===== src/rtl/alu_issuer_if.sv =====
// Handshake and datapath bundle between the ALU issuer and its environment.
// The slave modport is the issuer's view; the master modport is the surrounding logic.
interface alu_issuer_if;
  logic        in_valid;
  logic        in_ready;
  logic [31:0] instr;
  logic [31:0] rs_val;
  logic [31:0] rt_val;
  logic [31:0] alu_dataA;
  logic [31:0] alu_dataB;
  logic [5:0]  alu_signal;
  logic [31:0] alu_output;
  logic        out_valid;
  logic        out_ready;
  logic [31:0] out_data;
  logic [4:0]  out_rd;
  logic        out_we;
  logic        out_err;

  modport slave (
    input  in_valid, instr, rs_val, rt_val, alu_output, out_ready,
    output in_ready, alu_dataA, alu_dataB, alu_signal,
           out_valid, out_data, out_rd, out_we, out_err
  );

  modport master (
    output in_valid, instr, rs_val, rt_val, alu_output, out_ready,
    input  in_ready, alu_dataA, alu_dataB, alu_signal,
           out_valid, out_data, out_rd, out_we, out_err
  );
endinterface


===== src/rtl/alu_issuer.sv =====
// Single-issue front end: decodes one R-type instruction, drives the ALU/multiplier
// datapath for the needed cycles, then returns the tagged result over valid/ready.
module alu_issuer #(
  parameter int ALU_LAT    = 1,
  parameter int MUL_CYCLES = 32,
  parameter int HILO_LAT   = 1
) (
  input  logic         clk,
  input  logic         reset,
  alu_issuer_if.slave  bus
);

  localparam logic [2:0] S_IDLE = 3'd0;
  localparam logic [2:0] S_EXEC = 3'd1;
  localparam logic [2:0] S_MULW = 3'd2;
  localparam logic [2:0] S_HILO = 3'd3;
  localparam logic [2:0] S_RESP = 3'd4;

  localparam logic [5:0] F_NOP   = 6'd0;
  localparam logic [5:0] F_SRL   = 6'd2;
  localparam logic [5:0] F_MFHI  = 6'd16;
  localparam logic [5:0] F_MFLO  = 6'd18;
  localparam logic [5:0] F_MULTU = 6'd25;
  localparam logic [5:0] F_ADD   = 6'd32;
  localparam logic [5:0] F_SUB   = 6'd34;
  localparam logic [5:0] F_AND   = 6'd36;
  localparam logic [5:0] F_OR    = 6'd37;
  localparam logic [5:0] F_SLT   = 6'd42;

  // MULW/HILO leave on the cycle the counter reads 0, so they preload N-1.
  localparam logic [6:0] ALU_CNT0  = 7'(ALU_LAT);
  localparam logic [6:0] MUL_CNT0  = 7'(MUL_CYCLES - 1);
  localparam logic [6:0] HILO_CNT0 = 7'(HILO_LAT - 1);

  logic [2:0]  state_q, state_d;
  logic [6:0]  cnt_q, cnt_d;
  logic [31:0] a_q, a_d, b_q, b_d;
  logic [5:0]  sig_q, sig_d;
  logic [31:0] data_q, data_d;
  logic [4:0]  rd_q, rd_d;
  logic        we_q, we_d, err_q, err_d, vld_q, vld_d;

  logic [5:0]  opcode, funct;
  logic [4:0]  shamt;
  logic        legal, is_mul;
  logic [31:0] dec_a, dec_b;
  logic        unused_fields;

  assign opcode        = bus.instr[31:26];
  assign funct         = bus.instr[5:0];
  assign shamt         = bus.instr[10:6];
  assign unused_fields = ^bus.instr[25:16];

  always_comb begin
    legal  = 1'b0;
    is_mul = 1'b0;
    dec_a  = bus.rs_val;
    dec_b  = bus.rt_val;
    if (opcode == 6'd0) begin
      case (funct)
        F_ADD, F_SUB, F_AND, F_OR, F_SLT: legal = 1'b1;
        F_SRL: begin
          legal = 1'b1;
          dec_a = bus.rt_val;
          dec_b = {27'b0, shamt};
        end
        F_MULTU: begin
          legal  = 1'b1;
          is_mul = 1'b1;
        end
        F_MFHI, F_MFLO: begin
          legal = 1'b1;
          dec_a = 32'd0;
          dec_b = 32'd0;
        end
        default: legal = 1'b0;
      endcase
    end
  end

  always_comb begin
    state_d = state_q;
    cnt_d   = cnt_q;
    a_d     = a_q;
    b_d     = b_q;
    sig_d   = sig_q;
    data_d  = data_q;
    rd_d    = rd_q;
    we_d    = we_q;
    err_d   = err_q;
    vld_d   = vld_q;
    case (state_q)
      S_IDLE: begin
        if (bus.in_valid) begin
          rd_d = bus.instr[15:11];
          if (!legal) begin
            err_d   = 1'b1;
            we_d    = 1'b0;
            data_d  = 32'd0;
            vld_d   = 1'b1;
            state_d = S_RESP;
          end else begin
            a_d   = dec_a;
            b_d   = dec_b;
            sig_d = funct;
            we_d  = !is_mul;
            if (is_mul) begin
              data_d  = 32'd0;
              cnt_d   = MUL_CNT0;
              state_d = S_MULW;
            end else begin
              cnt_d   = ALU_CNT0;
              state_d = S_EXEC;
            end
          end
        end
      end
      S_EXEC: begin
        if (cnt_q == 7'd0) begin
          data_d  = bus.alu_output;
          sig_d   = F_NOP;
          vld_d   = 1'b1;
          state_d = S_RESP;
        end else begin
          cnt_d = cnt_q - 7'd1;
        end
      end
      S_MULW: begin
        if (cnt_q == 7'd0) begin
          sig_d   = F_NOP;
          a_d     = 32'd0;
          b_d     = 32'd0;
          cnt_d   = HILO_CNT0;
          state_d = S_HILO;
        end else begin
          cnt_d = cnt_q - 7'd1;
        end
      end
      S_HILO: begin
        if (cnt_q == 7'd0) begin
          vld_d   = 1'b1;
          state_d = S_RESP;
        end else begin
          cnt_d = cnt_q - 7'd1;
        end
      end
      S_RESP: begin
        if (bus.out_ready) begin
          vld_d   = 1'b0;
          err_d   = 1'b0;
          sig_d   = F_NOP;
          state_d = S_IDLE;
        end
      end
      default: state_d = S_IDLE;
    endcase
  end

  always_ff @(posedge clk) begin
    if (reset) begin
      state_q <= S_IDLE;
      cnt_q   <= 7'd0;
      a_q     <= 32'd0;
      b_q     <= 32'd0;
      sig_q   <= F_NOP;
      data_q  <= 32'd0;
      rd_q    <= 5'd0;
      we_q    <= 1'b0;
      err_q   <= 1'b0;
      vld_q   <= 1'b0;
    end else begin
      state_q <= state_d;
      cnt_q   <= cnt_d;
      a_q     <= a_d;
      b_q     <= b_d;
      sig_q   <= sig_d;
      data_q  <= data_d;
      rd_q    <= rd_d;
      we_q    <= we_d;
      err_q   <= err_d;
      vld_q   <= vld_d;
    end
  end

  // Gating with reset keeps in_ready low throughout the reset cycle itself.
  assign bus.in_ready   = (state_q == S_IDLE) && !reset;
  assign bus.alu_dataA  = a_q;
  assign bus.alu_dataB  = b_q;
  assign bus.alu_signal = sig_q;
  assign bus.out_valid  = vld_q;
  assign bus.out_data   = data_q;
  assign bus.out_rd     = rd_q;
  assign bus.out_we     = we_q;
  assign bus.out_err    = err_q;

endmodule


===== src/flat_wrapper.sv =====
// flat-port wrapper written by rule: the top's interface ports become plain ports
module alu_issuer_flat 
#(
  parameter int ALU_LAT    = 1,
  parameter int MUL_CYCLES = 32,
  parameter int HILO_LAT   = 1
)
  (clk, reset, bus_in_valid, bus_instr, bus_rs_val, bus_rt_val, bus_alu_output, bus_out_ready, bus_in_ready, bus_alu_dataA, bus_alu_dataB, bus_alu_signal, bus_out_valid, bus_out_data, bus_out_rd, bus_out_we, bus_out_err);
  alu_issuer_if bus_i ();
  input  logic clk;
  input  logic reset;
  input wire logic [$bits(bus_i.in_valid)-1:0] bus_in_valid;
  input wire logic [$bits(bus_i.instr)-1:0] bus_instr;
  input wire logic [$bits(bus_i.rs_val)-1:0] bus_rs_val;
  input wire logic [$bits(bus_i.rt_val)-1:0] bus_rt_val;
  input wire logic [$bits(bus_i.alu_output)-1:0] bus_alu_output;
  input wire logic [$bits(bus_i.out_ready)-1:0] bus_out_ready;
  output wire logic [$bits(bus_i.in_ready)-1:0] bus_in_ready;
  output wire logic [$bits(bus_i.alu_dataA)-1:0] bus_alu_dataA;
  output wire logic [$bits(bus_i.alu_dataB)-1:0] bus_alu_dataB;
  output wire logic [$bits(bus_i.alu_signal)-1:0] bus_alu_signal;
  output wire logic [$bits(bus_i.out_valid)-1:0] bus_out_valid;
  output wire logic [$bits(bus_i.out_data)-1:0] bus_out_data;
  output wire logic [$bits(bus_i.out_rd)-1:0] bus_out_rd;
  output wire logic [$bits(bus_i.out_we)-1:0] bus_out_we;
  output wire logic [$bits(bus_i.out_err)-1:0] bus_out_err;
  assign bus_i.in_valid = bus_in_valid;
  assign bus_i.instr = bus_instr;
  assign bus_i.rs_val = bus_rs_val;
  assign bus_i.rt_val = bus_rt_val;
  assign bus_i.alu_output = bus_alu_output;
  assign bus_i.out_ready = bus_out_ready;
  assign bus_in_ready = bus_i.in_ready;
  assign bus_alu_dataA = bus_i.alu_dataA;
  assign bus_alu_dataB = bus_i.alu_dataB;
  assign bus_alu_signal = bus_i.alu_signal;
  assign bus_out_valid = bus_i.out_valid;
  assign bus_out_data = bus_i.out_data;
  assign bus_out_rd = bus_i.out_rd;
  assign bus_out_we = bus_i.out_we;
  assign bus_out_err = bus_i.out_err;
  alu_issuer #(.ALU_LAT(ALU_LAT), .MUL_CYCLES(MUL_CYCLES), .HILO_LAT(HILO_LAT)) u_core (.clk(clk), .reset(reset), .bus(bus_i));
endmodule

===== config.mk =====
export PLATFORM = sky130hd
export DESIGN_NAME = alu_issuer_flat
export DESIGN_NICKNAME = d
export VERILOG_FILES = /design/src/rtl/alu_issuer_if.sv /design/src/rtl/alu_issuer.sv /design/src/flat_wrapper.sv
export SDC_FILE = /design/constraint.sdc
export NUM_CORES = 1
export LEC_CHECK = 0
export CAP_MARGIN = 10
export CORE_ASPECT_RATIO = 1.25
export CORE_MARGIN = 5
export CORE_UTILIZATION = 44
export DETAILED_ROUTE_END_ITERATION = 10
export PLACE_DENSITY_LB_ADDON = 0.3
export RECOVER_POWER = 50
export SLEW_MARGIN = 20
export SYNTH_ARGS = -nofsm -noshare
export SYNTH_HDL_FRONTEND = slang
export SYNTH_SLANG_ARGS = --single-unit

===== constraint.sdc =====
create_clock -name clk -period 2.9 [get_ports clk]
set_input_delay 0.435 -clock clk [delete_from_list [all_inputs] [get_ports clk]]
set_output_delay 0.435 -clock clk [all_outputs]
set_load 0.02 [all_outputs]

==> results.py <==
metrics = {
    "grt": {
        "antenna_found_initial": 0,
        "grt.total_usage": 0.244,
        "grt_max_degree": 60,
        "grt_pass1_wl_mm": 31.7,
        "grt_pass1_vias": 6176,
        "grt_overflow": 0,
    },
    "logic_synthesis": {
        "netlist.area_leader.share": 0.396,
        "synth_xor_area_frac": 0,
        "synth_fa_ha_area_frac": 0.00412,
        "yosysSeqAreaShare": 0.396,
        "synth.area.mux_share": 0.0897,
        "yosysWarnings": 0,
        "synthTopCellsByCount": "dfxtp_1 (120), nand2_1 (88), nand2b_1 (71)",
        "syn_avg_cell_area_sq_um": 8.45,
        "synth_compound_area_frac": 0.166,
        "netlist_area_sq_um": 6070,
        "synthSimpleGateAreaFrac": 0.292,
        "synthesis.nets": 852,
        "synth_top_family_by_area": "simple AND/OR/NAND/NOR gates",
        "synth.most_common_cell": "dfxtp_1",
        "yosysTopAreaCell": "dfxtp_1",
        "synth_area_leaders": "dfxtp_1 (40%), nand2b_1 (7.3%), mux2i_1 (5.4%)",
        "synth_cell_types": 55,
        "synthArstFlopShare": 0,
        "synthCells": 718,
        "ys_ff_latch": 120,
        "synth_edf_count": 0,
        "synth-main-ff-cell": "dfxtp_1",
    },
    "final_layout": {
        "syn_to_final_growth_pct": 53.1,
        "final_util": 0.678,
        "nNetsFinal": 1073,
        "drive_above_1_share": 0.108,
        "final_area_sq_um": 9290,
        "fillers": 1122,
        "diodes": 0,
        "final_cells": 1127,
    },
    "die": {
        "dieArea_sq_um": 16300,
        "start_util": 0.443,
        "die_x_um": 115,
        "io_pins": 243,
        "rows": 48,
        "coreArea_sq_um": 13700,
        "fp.dieH_um": 141,
    },
    "cts": {
        "hold_buffers": 0,
        "cts_resized": 0,
        "clock_sinks": 120,
        "clock_latency_ns": 0.41,
        "clk_pin_slew_ns": 0.05,
        "cts_max_level": 4,
        "numCtsBuffers": 17,
        "post_cts_buffers": 0,
        "tritoncts": "built",
        "clock-root-buffer": "clkbuf_16",
        "clockBufferDepth": 2,
    },
    "pwr": {
        "p_total_mw": 4.31,
        "power_density_nw_per_um2": 464,
        "leakagePower_nw": 3.71,
        "peakVddDrop_v": 0.000367,
    },
    "routing": {
        "drc": 0,
        "wire_per_inst_um": 17.8,
        "firstDrtPassIters": 6,
        "ant_nets": 0,
        "first_iter_violations": 496,
        "postRouteWirelength_mm": 20.0,
        "viasPerCell": 5.50,
        "vias": 6204,
    },
    "timing": {
        "rsz0062_at_grt": "no",
        "hold_viol": 0,
        "setup_viol": 0,
        "tightest_slew_ns": 1.00,
        "setup_ws_ns": 0.414,
        "whs_ns": 0.452,
        "tns_ns": 0,
        "min_period_over_period": 0.857,
        "fin_worst_skew_ns": 0.00703,
        "drv_slew": 0,
        "max_slew_margin": 0.330,
        "fmax_ghz": 0.402,
        "period_needed_ns": 2.49,
    },
    "status": {
        "status": "finished clean",
    },
    "place": {
        "dp.cells": 1095,
        "place_ws_ns": 0.0630,
        "portBuffers": 232,
        "place_area_sq_um": 8680,
        "dpl.hpwl_mm": 14.3,
        "place_congestion": 0.907,
    },
    "critical_path": {
        "end_kind": "primary output",
        "crit_type": "flop to primary output",
        "path_max_fanout": 16,
        "r2r_cells": 6,
        "worstSetupStartpointType": "flop",
        "worstPathArrival_ns": 2.05,
        "cp-startpoint": "u_core.state_q[1]",
        "worstPathRequired_ns": 2.47,
        "r2r-start": "u_core.state_q[1]",
    },
    "worst_hold_path": {
        "hold_path_depth": 2,
        "hp-class": "flop to flop",
        "min_from": "u_core.bus.out_rd[4]",
    },
    "flow_run": {
        "drv_cap": 0,
    },
}
[worst max-delay path, cell delays in order, from the launching register on]
cell and delay, ns:
dfxtp_1 0.49, or3_1 0.43, nor2_1 0.10, clkdlybuf4s50_1 0.63
[where the power goes]
group / internal, mW / total (mW) / switching [mW]
clock: 1.44 / 2.17 / 0.734
sequential: 1.66 / 1.67 / 0.0103
combinational: 0.249 / 0.468 / 0.219
total: 3.35 / 4.31 / 0.964
[final cells by class]
cell class | count | area [sq um] | area share
Clock buffer | 24 | 492 | 0.0529
Tap cell | 175 | 219 | 0.0236
Clock inverter | 8 | 118 | 0.0127
Sequential cell | 120 | 2400 | 0.259
Timing Repair Buffer | 264 | 2620 | 0.282
Multi-Input combinational cell | 522 | 3380 | 0.364
Inverter | 14 | 52.6 | 0.00566
[worst paths after layout]
kind | endpoint | slack [ns]
setup / recovery | bus_in_ready | 0.41
hold / removal | u_core.bus.out_rd[4] | 0.45
setup reg to reg | u_core.bus.alu_dataB[22] | 0.53
hold reg to reg | u_core.bus.out_rd[4] | 0.45
[placed cells by master, fill, tap and decap left out, types with 21 or more instances in the layout]
cell type        count
clkdlybuf4s50_1    121
dfxtp_1            120
dlygate4sd3_1      110
nand2_1             88
nand2b_1            71
nor2b_1             40
nand4_1             40
o21ai_0             38
nand3_1             36
mux2i_1             33
buf_4               28
o31ai_1             26
a31oi_1             24
a22oi_1             21
[flip-flops by register name, summed over array words and instances, names as in the netlist]
name	flops
u_core.bus.alu_dataA	32
u_core.bus.alu_dataB	32
u_core.bus.alu_signal	6
u_core.bus.out_data	32
u_core.bus.out_err	1
u_core.bus.out_rd	5
u_core.bus.out_valid	1
u_core.bus.out_we	1
u_core.cnt_q	7
u_core.state_q	3
[cell families after synthesis]
family,after synthesis
AO/OA/AOI/OAI,149
adder cells (fa/ha/maj),2
buffers and inverters,76
multiplexers,49
AND/OR/NAND/NOR,322
flip-flops,120
[per-layer routing]
metal  global-route usage  part of all wire  vias to the layer above
met1                0.293              0.39                     2858
met4                0.101             0.026                        0
met2                0.393              0.48                      297
met5                    0                 0                        -
met3               0.0883              0.11                       35
li1                     -                 -                     3014
(Power assumes the default switching activity.)
